<file path="config.mk">
export PLATFORM = sky130hd
export DESIGN_NAME = ms_uart_tx_queue
export DESIGN_NICKNAME = d
export VERILOG_FILES = /design/src/rtl/ms_uart_pkg.sv /design/src/rtl/ms_uart_fifo.sv /design/src/rtl/ms_uart_tx_queue.sv
export SDC_FILE = /design/constraint.sdc
export NUM_CORES = 1
export LEC_CHECK = 0
export BUFFER_PORTS_ARGS = -buffer_cell sky130_fd_sc_hd__buf_2
export CAP_MARGIN = 20
export CORE_MARGIN = 2
export CORE_UTILIZATION = 59
export CTS_BUF_LIST = sky130_fd_sc_hd__clkbuf_16
export CTS_CLUSTER_DIAMETER = 120
export DETAILED_ROUTE_END_ITERATION = 6
export PLACE_DENSITY = 0.84
export SKIP_CTS_REPAIR_TIMING = 1
export SLEW_MARGIN = 10
export SYNTH_ARGS = -nofsm -noshare
export SYNTH_HDL_FRONTEND = slang
export SYNTH_SLANG_ARGS = --single-unit
</file>
<file path="constraint.sdc">
create_clock -name i_clk -period 2.9 [get_ports i_clk]
set_clock_uncertainty 0.1 [all_clocks]
set_input_delay 0.58 -clock i_clk [delete_from_list [all_inputs] [get_ports i_clk]]
set_output_delay 0.58 -clock i_clk [all_outputs]
set_load 0.03 [all_outputs]
</file>
<file path="src/rtl/ms_uart_pkg.sv">
// ms_uart_pkg: shared types, defaults and helpers for the UART queue blocks
package ms_uart_pkg;
  localparam int DEF_WIDTH = 8;
  localparam int DEF_DEPTH = 8;
  typedef enum logic [1:0] {
    Q_IDLE      = 2'b00,
    Q_LAUNCH    = 2'b01,
    Q_WAIT_DONE = 2'b10
  } q_state_t;
  function automatic int clog2(input int n);
    int r;
    r = 0;
    for (int v = n - 1; v > 0; v = v >> 1) r++;
    return r;
  endfunction
endpackage

</file>
<file path="src/rtl/ms_uart_fifo.sv">
// ms_uart_fifo: circular byte queue with registered count/flags and sticky overflow
module ms_uart_fifo
  import ms_uart_pkg::*;
#(
  parameter int DEPTH = DEF_DEPTH,
  parameter int WIDTH = DEF_WIDTH,
  localparam int AW = clog2(DEPTH)
) (
  input  logic             i_clk,
  input  logic             i_rst_n,
  input  logic             i_wr_en,
  input  logic [WIDTH-1:0] i_wr_data,
  input  logic             i_rd_en,
  input  logic             i_clr_ovf,
  output logic [WIDTH-1:0] o_rd_data,
  output logic             o_full,
  output logic             o_empty,
  output logic [AW:0]      o_count,
  output logic             o_overflow
);
  localparam logic [AW:0] FULL_CNT = (AW+1)'(DEPTH);
  logic [WIDTH-1:0] r_mem [DEPTH];
  logic [AW-1:0] r_wr_ptr, r_rd_ptr;
  logic [AW:0] r_count, w_count_nxt;
  logic r_full, r_empty, r_overflow;
  logic w_pop, w_push, w_drop;
  assign w_pop = i_rd_en && !r_empty;
  assign w_push = i_wr_en && (!r_full || w_pop);
  assign w_drop = i_wr_en && r_full && !w_pop;
  assign w_count_nxt = r_count + {{AW{1'b0}}, w_push} - {{AW{1'b0}}, w_pop};
  assign o_rd_data = r_mem[r_rd_ptr];
  assign o_full = r_full;
  assign o_empty = r_empty;
  assign o_count = r_count;
  assign o_overflow = r_overflow;
  // storage is not reset; only pointers and count define validity
  always_ff @(posedge i_clk)
    if (w_push) r_mem[r_wr_ptr] <= i_wr_data;
  // pointers, count, registered flags; a dropped push beats a same-cycle clear
  always_ff @(posedge i_clk or negedge i_rst_n)
    if (!i_rst_n) begin
      r_wr_ptr   <= '0;
      r_rd_ptr   <= '0;
      r_count    <= '0;
      r_full     <= 1'b0;
      r_empty    <= 1'b1;
      r_overflow <= 1'b0;
    end else begin
      if (w_push) r_wr_ptr <= r_wr_ptr + AW'(1);
      if (w_pop) r_rd_ptr <= r_rd_ptr + AW'(1);
      r_count    <= w_count_nxt;
      r_full     <= w_count_nxt == FULL_CNT;
      r_empty    <= w_count_nxt == '0;
      r_overflow <= w_drop ? 1'b1 : (i_clr_ovf ? 1'b0 : r_overflow);
    end
endmodule

</file>
<file path="src/rtl/ms_uart_tx_queue.sv">
// ms_uart_tx_queue: buffers host bytes and launches them into the UART transmitter
module ms_uart_tx_queue
  import ms_uart_pkg::*;
#(
  parameter int DEPTH = DEF_DEPTH,
  parameter int WIDTH = DEF_WIDTH,
  localparam int AW = clog2(DEPTH)
) (
  input  logic             i_clk,
  input  logic             i_rst_n,
  input  logic             i_wr_en,
  input  logic [WIDTH-1:0] i_wr_data,
  input  logic             i_clr_ovf,
  input  logic             i_tx_busy,
  output logic             o_tx_start,
  output logic [WIDTH-1:0] o_tx_data,
  output logic             o_full,
  output logic             o_empty,
  output logic [AW:0]      o_count,
  output logic             o_overflow
);
  q_state_t r_state;
  logic r_tx_start;
  logic [WIDTH-1:0] r_tx_data, w_head;
  logic w_empty, w_pop;
  assign w_pop = (r_state == Q_IDLE) && !w_empty && !i_tx_busy;
  assign o_tx_start = r_tx_start;
  assign o_tx_data = r_tx_data;
  assign o_empty = w_empty;
  ms_uart_fifo #(.DEPTH(DEPTH), .WIDTH(WIDTH)) u_fifo (
    .i_clk      (i_clk),
    .i_rst_n    (i_rst_n),
    .i_wr_en    (i_wr_en),
    .i_wr_data  (i_wr_data),
    .i_rd_en    (w_pop),
    .i_clr_ovf  (i_clr_ovf),
    .o_rd_data  (w_head),
    .o_full     (o_full),
    .o_empty    (w_empty),
    .o_count    (o_count),
    .o_overflow (o_overflow)
  );
  // launch FSM: hold START until the transmitter reports busy, then wait for it to finish
  always_ff @(posedge i_clk or negedge i_rst_n)
    if (!i_rst_n) begin
      r_state    <= Q_IDLE;
      r_tx_start <= 1'b0;
      r_tx_data  <= '0;
    end else begin
      case (r_state)
        Q_IDLE: if (w_pop) begin
          r_tx_data  <= w_head;
          r_tx_start <= 1'b1;
          r_state    <= Q_LAUNCH;
        end
        Q_LAUNCH: if (i_tx_busy) begin
          r_tx_start <= 1'b0;
          r_state    <= Q_WAIT_DONE;
        end
        Q_WAIT_DONE: if (!i_tx_busy) r_state <= Q_IDLE;
        default: begin
          r_state    <= Q_IDLE;
          r_tx_start <= 1'b0;
        end
      endcase
    end
endmodule

</file>
==> results of run 1 <==
-- cell usage after synthesis --
cell type / n / area [µm²]
a211oi_1: 1 / 7.51
a21boi_4: 1 / 18.8
a21o_1: 1 / 7.51
a21oi_1: 1 / 5.00
a22oi_1: 16 / 120
and2_1: 2 / 12.5
buf_1: 2 / 7.51
buf_2: 4 / 20.0
clkbuf_1: 4 / 15.0
dfrtp_1: 23 / 576
dfstp_2: 1 / 26.3
edfxtp_1: 64 / 1920
fa_1: 1 / 20.0
ha_1: 5 / 62.6
inv_1: 5 / 18.8
mux2_1: 1 / 11.3
mux2i_1: 32 / 320
nand2_1: 24 / 90.1
nand2_2: 1 / 6.26
nand2b_1: 3 / 18.8
nand2b_2: 1 / 8.76
nand3_1: 9 / 45.0
nor2_1: 10 / 37.5
nor2b_1: 3 / 18.8
nor3_2: 2 / 20.0
nor4_1: 1 / 6.26
o21ai_0: 1 / 5.00
o32ai_1: 1 / 8.76
or3_1: 1 / 6.26
or4_1: 1 / 7.51
xnor2_1: 5 / 43.8
xor2_1: 3 / 26.3
-- metal layers --
layer,part of all wire,vias to the layer above,track usage
met4,0.012,0,0.0847
met1,0.43,970,0.293
met5,0,-,0
met2,0.51,46,0.364
li1,-,935,-
met3,0.043,7,0.0533
-- stage by stage --
stage	setup WS [ns]	TNS (ns)
2_1_floorplan	0.0315	0
3_3_place_gp	0.0924	0
3_5_place_dp	-0.0261	-0.0261
4_1_cts	0.202	0
5_1_grt	0.153	0
6_report	0.209	0
-- path summary, 6_finish.rpt --
| check | startpoint | to | slack (ns) | cells past startpoint |
|---|---|---|---|---|
| setup reg to reg | r_state[0] | u_fifo.o_empty | 0.21 | 8 |
| max in group asynchronous | i_rst_n | o_tx_start | 2.18 | 1 |
| setup / recovery | r_state[0] | u_fifo.o_empty | 0.21 | 8 |
| hold reg to reg | o_tx_data[7] | o_tx_data[7] | 0.37 | 2 |
| hold / removal | i_rst_n | u_fifo.o_overflow | 0.14 | 1 |
| min in group i_clk | i_clr_ovf | u_fifo.o_overflow | 0.34 | 2 |
-- cell type report --
cell class / count / area (µm²) / area share
tap: 75 / 93.8 / 0.0230
sequential: 88 / 2520 / 0.617
inverter: 5 / 18.8 / 0.00459
clock buffer: 9 / 225 / 0.0551
multi-input combinational: 127 / 941 / 0.230
clock inverter: 7 / 40.0 / 0.00979
timing repair buffer: 42 / 245 / 0.0600
-- power by group through the flow --
stage | clock network [mW] | registers, mW | logic (mW)
6_report | 1.02 | 1.80 | 1.41
5_1_grt | 1.10 | 1.82 | 1.54
4_1_cts | 1.04 | 1.80 | 1.42
3_5_place_dp | 0 | 1.82 | 1.39
3_3_place_gp | 0 | 1.80 | 1.35
2_1_floorplan | 0 | 1.98 | 0.835
-- cells by family after synthesis --
group | after synthesis | share of synthesized area
xor+xnor | 8 | 0.0199
buf+inv | 15 | 0.0174
compound gates | 22 | 0.0491
fa+ha+maj | 6 | 0.0235
simple gates | 58 | 0.0789
flops | 88 | 0.717
mux | 33 | 0.0942
-- registers in the layout, summed over array words and instances, names as in the netlist --
name               cells
o_tx_data              8
r_state                2
u_fifo.o_full          1
u_fifo.o_empty         1
u_fifo.o_overflow      1
u_fifo.r_mem          64
u_fifo.r_wr_ptr        3
u_fifo.r_rd_ptr        3
u_fifo.o_count         4
o_tx_start             1
-- worst max-delay path, stage by stage, from the launching register on --
cell and delay, ns:
dfrtp_1 0.45, or4_1 0.61, nand2_1 0.12, nand2_1 0.07, ha_1 0.24, fa_1 0.38, xor2_1 0.16, or3_1 0.34
nor2_1 0.14
==> results.toml, run 1 <==
[route]
num_vias = 1958
firstDrtPassIters = 4
drt_iter0_markers = 217
ant_nets = 0
routed_wl_um = 6690
vias_per_cell = 5.55
wl_per_cell_um = 19.0
drt_drc_violations_left = 0

[clock_network]
tritoncts = "built"
cts_max_level = 3
cts_sinks = 88
clock-root-buffer = "clkbuf_16"
clock_latency_ns = 0.33
clock_path_buffers = 2
clkSlewWorstSetupHoldPaths_ns = 0.06
cts_made_buffers = 9

[global_routing]
grt_start_max_net_pins = 35
antenna_found_initial = 0
grt_pass1_wl_um = 10100
grt_pass1_vias = 1929
grt.overflow.total = 0
track_usage = 0.223

[layout]
final_net_count = 292
mostFrequentLayoutCell = "edfxtp_1"
final_area_mm2 = 0.00409
postLayoutCoreUtil = 0.699
drive_above_1_share = 0.223
n_antenna_cell = 0
fillers = 363
areaGrowthSynthToFinish_pct = 16.1
final_cell_mix = "edfxtp_1 (64), mux2i_1 (32), buf_2 (28), nand2_1 (24), dfrtp_1 (23)"
layoutNonFillerInstCount = 353

[sta]
setup_viol = 0
slew_violations = 0
fin_crit_sh = 0.928
finalHoldViolCount = 0
period_minus_slack_ns = 2.69
tightest_slew_ns = 0.814
rsz0062_at_grt = "false"
maxSlewHeadroom = 0.456
fin_hold_ws_ns = 0.143
maxClockFrequency_mhz = 372

[synth]
syn-cell-area_mm2 = 0.00352
syn_nets = 249
yosysSeqAreaShare = 0.717
ys_ff_latch = 88
syn_inst = 230
ys.warnings.count = 0
synth.avg_cell_area_um2 = 15.3
ys_types = 32

[floorplanning]
start_util = 0.602
die_area_mm2 = 0.00660
die_h_um = 81.2
rows = 28
die_w_um = 81.2
io_pins = 29
core-area_mm2 = 0.00585

[pwr]
seqPwrFrac = 0.425
pwr-share-comb = 0.334
clkPwrFrac = 0.241
power.leakage_nw = 1.66
p_int_mw = 2.75
p_total_mw = 4.23
sw_frac_of_total = 0.351
p_per_area_mw_per_mm2 = 1040
peakVddDrop_uv = 673
switchingPower_mw = 1.48

[min_path]
holdCritPathClass = "in -> async"

[place]
placed_area_mm2 = 0.00382
numPortBuffers = 28
place_inst = 337
globalplace.congestion = 0.743
dpl.hpwl_um = 4030

[worst_setup_path]
critPathKind = "reg -> reg"
startpoint_type = "flop"
cp-end-kind = "flop"
crit_required_ns = 3.06
critPathMaxFanout = 6
worstPathArrival_ns = 2.85

[status]
outcome = "finished, final reports clean"

[run]
max_cap_violations = 0
(Power assumes the default switching activity.)
==> run 2, diff against run 1 <==
--- a/config.mk
+++ b/config.mk
@@ -8,11 +8,11 @@
 export BUFFER_PORTS_ARGS = -buffer_cell sky130_fd_sc_hd__buf_2
 export CAP_MARGIN = 20
 export CORE_MARGIN = 2
-export CORE_UTILIZATION = 59
+export CORE_UTILIZATION = 38
 export CTS_BUF_LIST = sky130_fd_sc_hd__clkbuf_16
 export CTS_CLUSTER_DIAMETER = 120
 export DETAILED_ROUTE_END_ITERATION = 6
-export PLACE_DENSITY = 0.84
+export PLACE_DENSITY = 0.6
 export SKIP_CTS_REPAIR_TIMING = 1
 export SLEW_MARGIN = 10
 export SYNTH_ARGS = -nofsm -noshare
==> constraint.sdc (replaced) <==
create_clock -name i_clk -period 3 [get_ports i_clk]
set_clock_uncertainty 0.1 [all_clocks]
set_input_delay 0.6 -clock i_clk [delete_from_list [all_inputs] [get_ports i_clk]]
set_output_delay 0.6 -clock i_clk [all_outputs]
set_load 0.02 [all_outputs]
==> results.toml, run 2 (synthesized netlist as in run 1, its figures left out) <==
[route]
ant_nets = 0
vias_per_cell = 4.98
drt_drc_violations_left = 0
drt_iter0_markers = 101
num_vias = 1926
wl_per_cell_um = 17.2
routed_wl_um = 6660
firstDrtPassIters = 4

[layout]
fillers = 816
n_antenna_cell = 0
final_cell_mix = "edfxtp_1 (64), mux2i_1 (32), buf_2 (28), nand2_1 (24), dfrtp_1 (23)"
final_area_mm2 = 0.00415
drive_above_1_share = 0.228
areaGrowthSynthToFinish_pct = 18.0
mostFrequentLayoutCell = "edfxtp_1"
layoutNonFillerInstCount = 387
final_net_count = 290
largest_reg_flops = 64
regMostFlops = "u_fifo.r_mem"

[clock_network]
clock_path_buffers = 2
tritoncts = "built"
cts_max_level = 3
clock_latency_ns = 0.33
clkSlewWorstSetupHoldPaths_ns = 0.07
cts_made_buffers = 9
cts_sinks = 88
clock-root-buffer = "clkbuf_16"

[sta]
maxSlewHeadroom = 0.446
period_minus_slack_ns = 2.63
fin_crit_sh = 0.877
tightest_slew_ns = 0.829
setup_viol = 0
rsz0062_at_grt = "false"
slew_violations = 0
fin_hold_ws_ns = 0.159
finalHoldViolCount = 0
maxClockFrequency_mhz = 380
fin_tns_setup_ns = 0

[global_routing]
antenna_found_initial = 0
grt_pass1_vias = 1863
track_usage = 0.144
grt_pass1_wl_um = 10500
grt_start_max_net_pins = 35
grt.overflow.total = 0

[worst_setup_path]
critPathMaxFanout = 6
cp.depth = 8
critPathKind = "reg -> reg"
worstPathArrival_ns = 2.80
worst_path_max_delay_cell = "or4_1"
crit_required_ns = 3.17
cpLargestDelayFamily = "simple AND/OR/NAND/NOR gates"
cp_cell_sequence = "or4_1 -> nand2_1 -> nand2_1 -> ha_1 -> fa_1 -> xor2_1 -> or3_1 -> nor2b_1"
worst_path_most_repeated_cell = "nand2_1"
cpPeakStageDelay_ns = 0.62
worstRegToRegCells = 8
startpoint_type = "flop"
cp-end-kind = "flop"
crit_buf_inv = 0

[floorplanning]
io_pins = 29
core-area_mm2 = 0.00911
die_area_mm2 = 0.0100
die_w_um = 100
start_util = 0.386
rows = 35
die_h_um = 100

[pwr]
power.leakage_nw = 1.67
sw_frac_of_total = 0.332
seqPwrFrac = 0.420
p_per_area_mw_per_mm2 = 993
switchingPower_mw = 1.37
clkPwrFrac = 0.272
p_int_mw = 2.75
p_total_mw = 4.12
pwr-share-comb = 0.308
peakVddDrop_uv = 398

[min_path]
holdCritPathClass = "in -> async"

[place]
globalplace.congestion = 0.734
place_inst = 371
dpl.hpwl_um = 4070
numPortBuffers = 28
placed_area_mm2 = 0.00385

[status]
outcome = "finished, final reports clean"

[run]
max_cap_violations = 0
==> run 2: cell type report <==
class,count,area [µm²],area share
clock buffer,9,225,0.0542
clock inverter,7,75.1,0.0181
inverter,5,18.8,0.00452
multi-input combinational,127,941,0.227
sequential,88,2520,0.608
tap,111,139,0.0334
timing repair buffer,40,230,0.0554
==> run 2: metal layers <==
layer / up-vias / wire [µm] / global-route usage
li1: 934 / - / -
met1: 948 / 3170 / 0.198
met2: 33 / 3160 / 0.221
met3: 11 / 196 / 0.0292
met4: 0 / 124 / 0.0632
met5: - / 0 / 0
==> run 2: power groups by stage <==
stage	combinational, mW	clock (mW)	sequential [mW]
finish	1.27	1.12	1.73
global route	1.41	1.20	1.76
CTS	1.29	1.15	1.73
detailed placement	1.29	0	1.75
global placement	1.27	0	1.75
floorplan	0.807	0	1.84
==> run 2: metrics by stage <==
step,setup WS [ns],utilization
6_report,0.369,0.456
5_1_grt,0.164,0.456
4_1_cts,0.351,0.456
3_5_place_dp,0.0854,0.423
3_3_place_gp,0.128,0.423
2_1_floorplan,0.113,-
==> run 2: path summary, 6_finish.rpt <==
path | slack, ns | to | from
worst min-delay path | 0.16 | u_fifo.o_count[3] | i_rst_n
worst max register to register | 0.37 | u_fifo.o_full | r_state[0]
worst min register to register | 0.37 | o_tx_data[1] | o_tx_data[1]
worst max-delay path | 0.37 | u_fifo.o_full | r_state[0]
max in group asynchronous | 2.25 | u_fifo.r_rd_ptr[0] | i_rst_n
min in group i_clk | 0.36 | u_fifo.o_overflow | i_clr_ovf
==> run 2: worst register-to-register path, cell delays in order, from the launching register on <==
cell and delay, ns:
dfrtp_1 0.45, or4_1 0.62, nand2_1 0.14, nand2_1 0.06, ha_1 0.23, fa_1 0.38, xor2_1 0.16, or3_1 0.33
nor2b_1 0.11
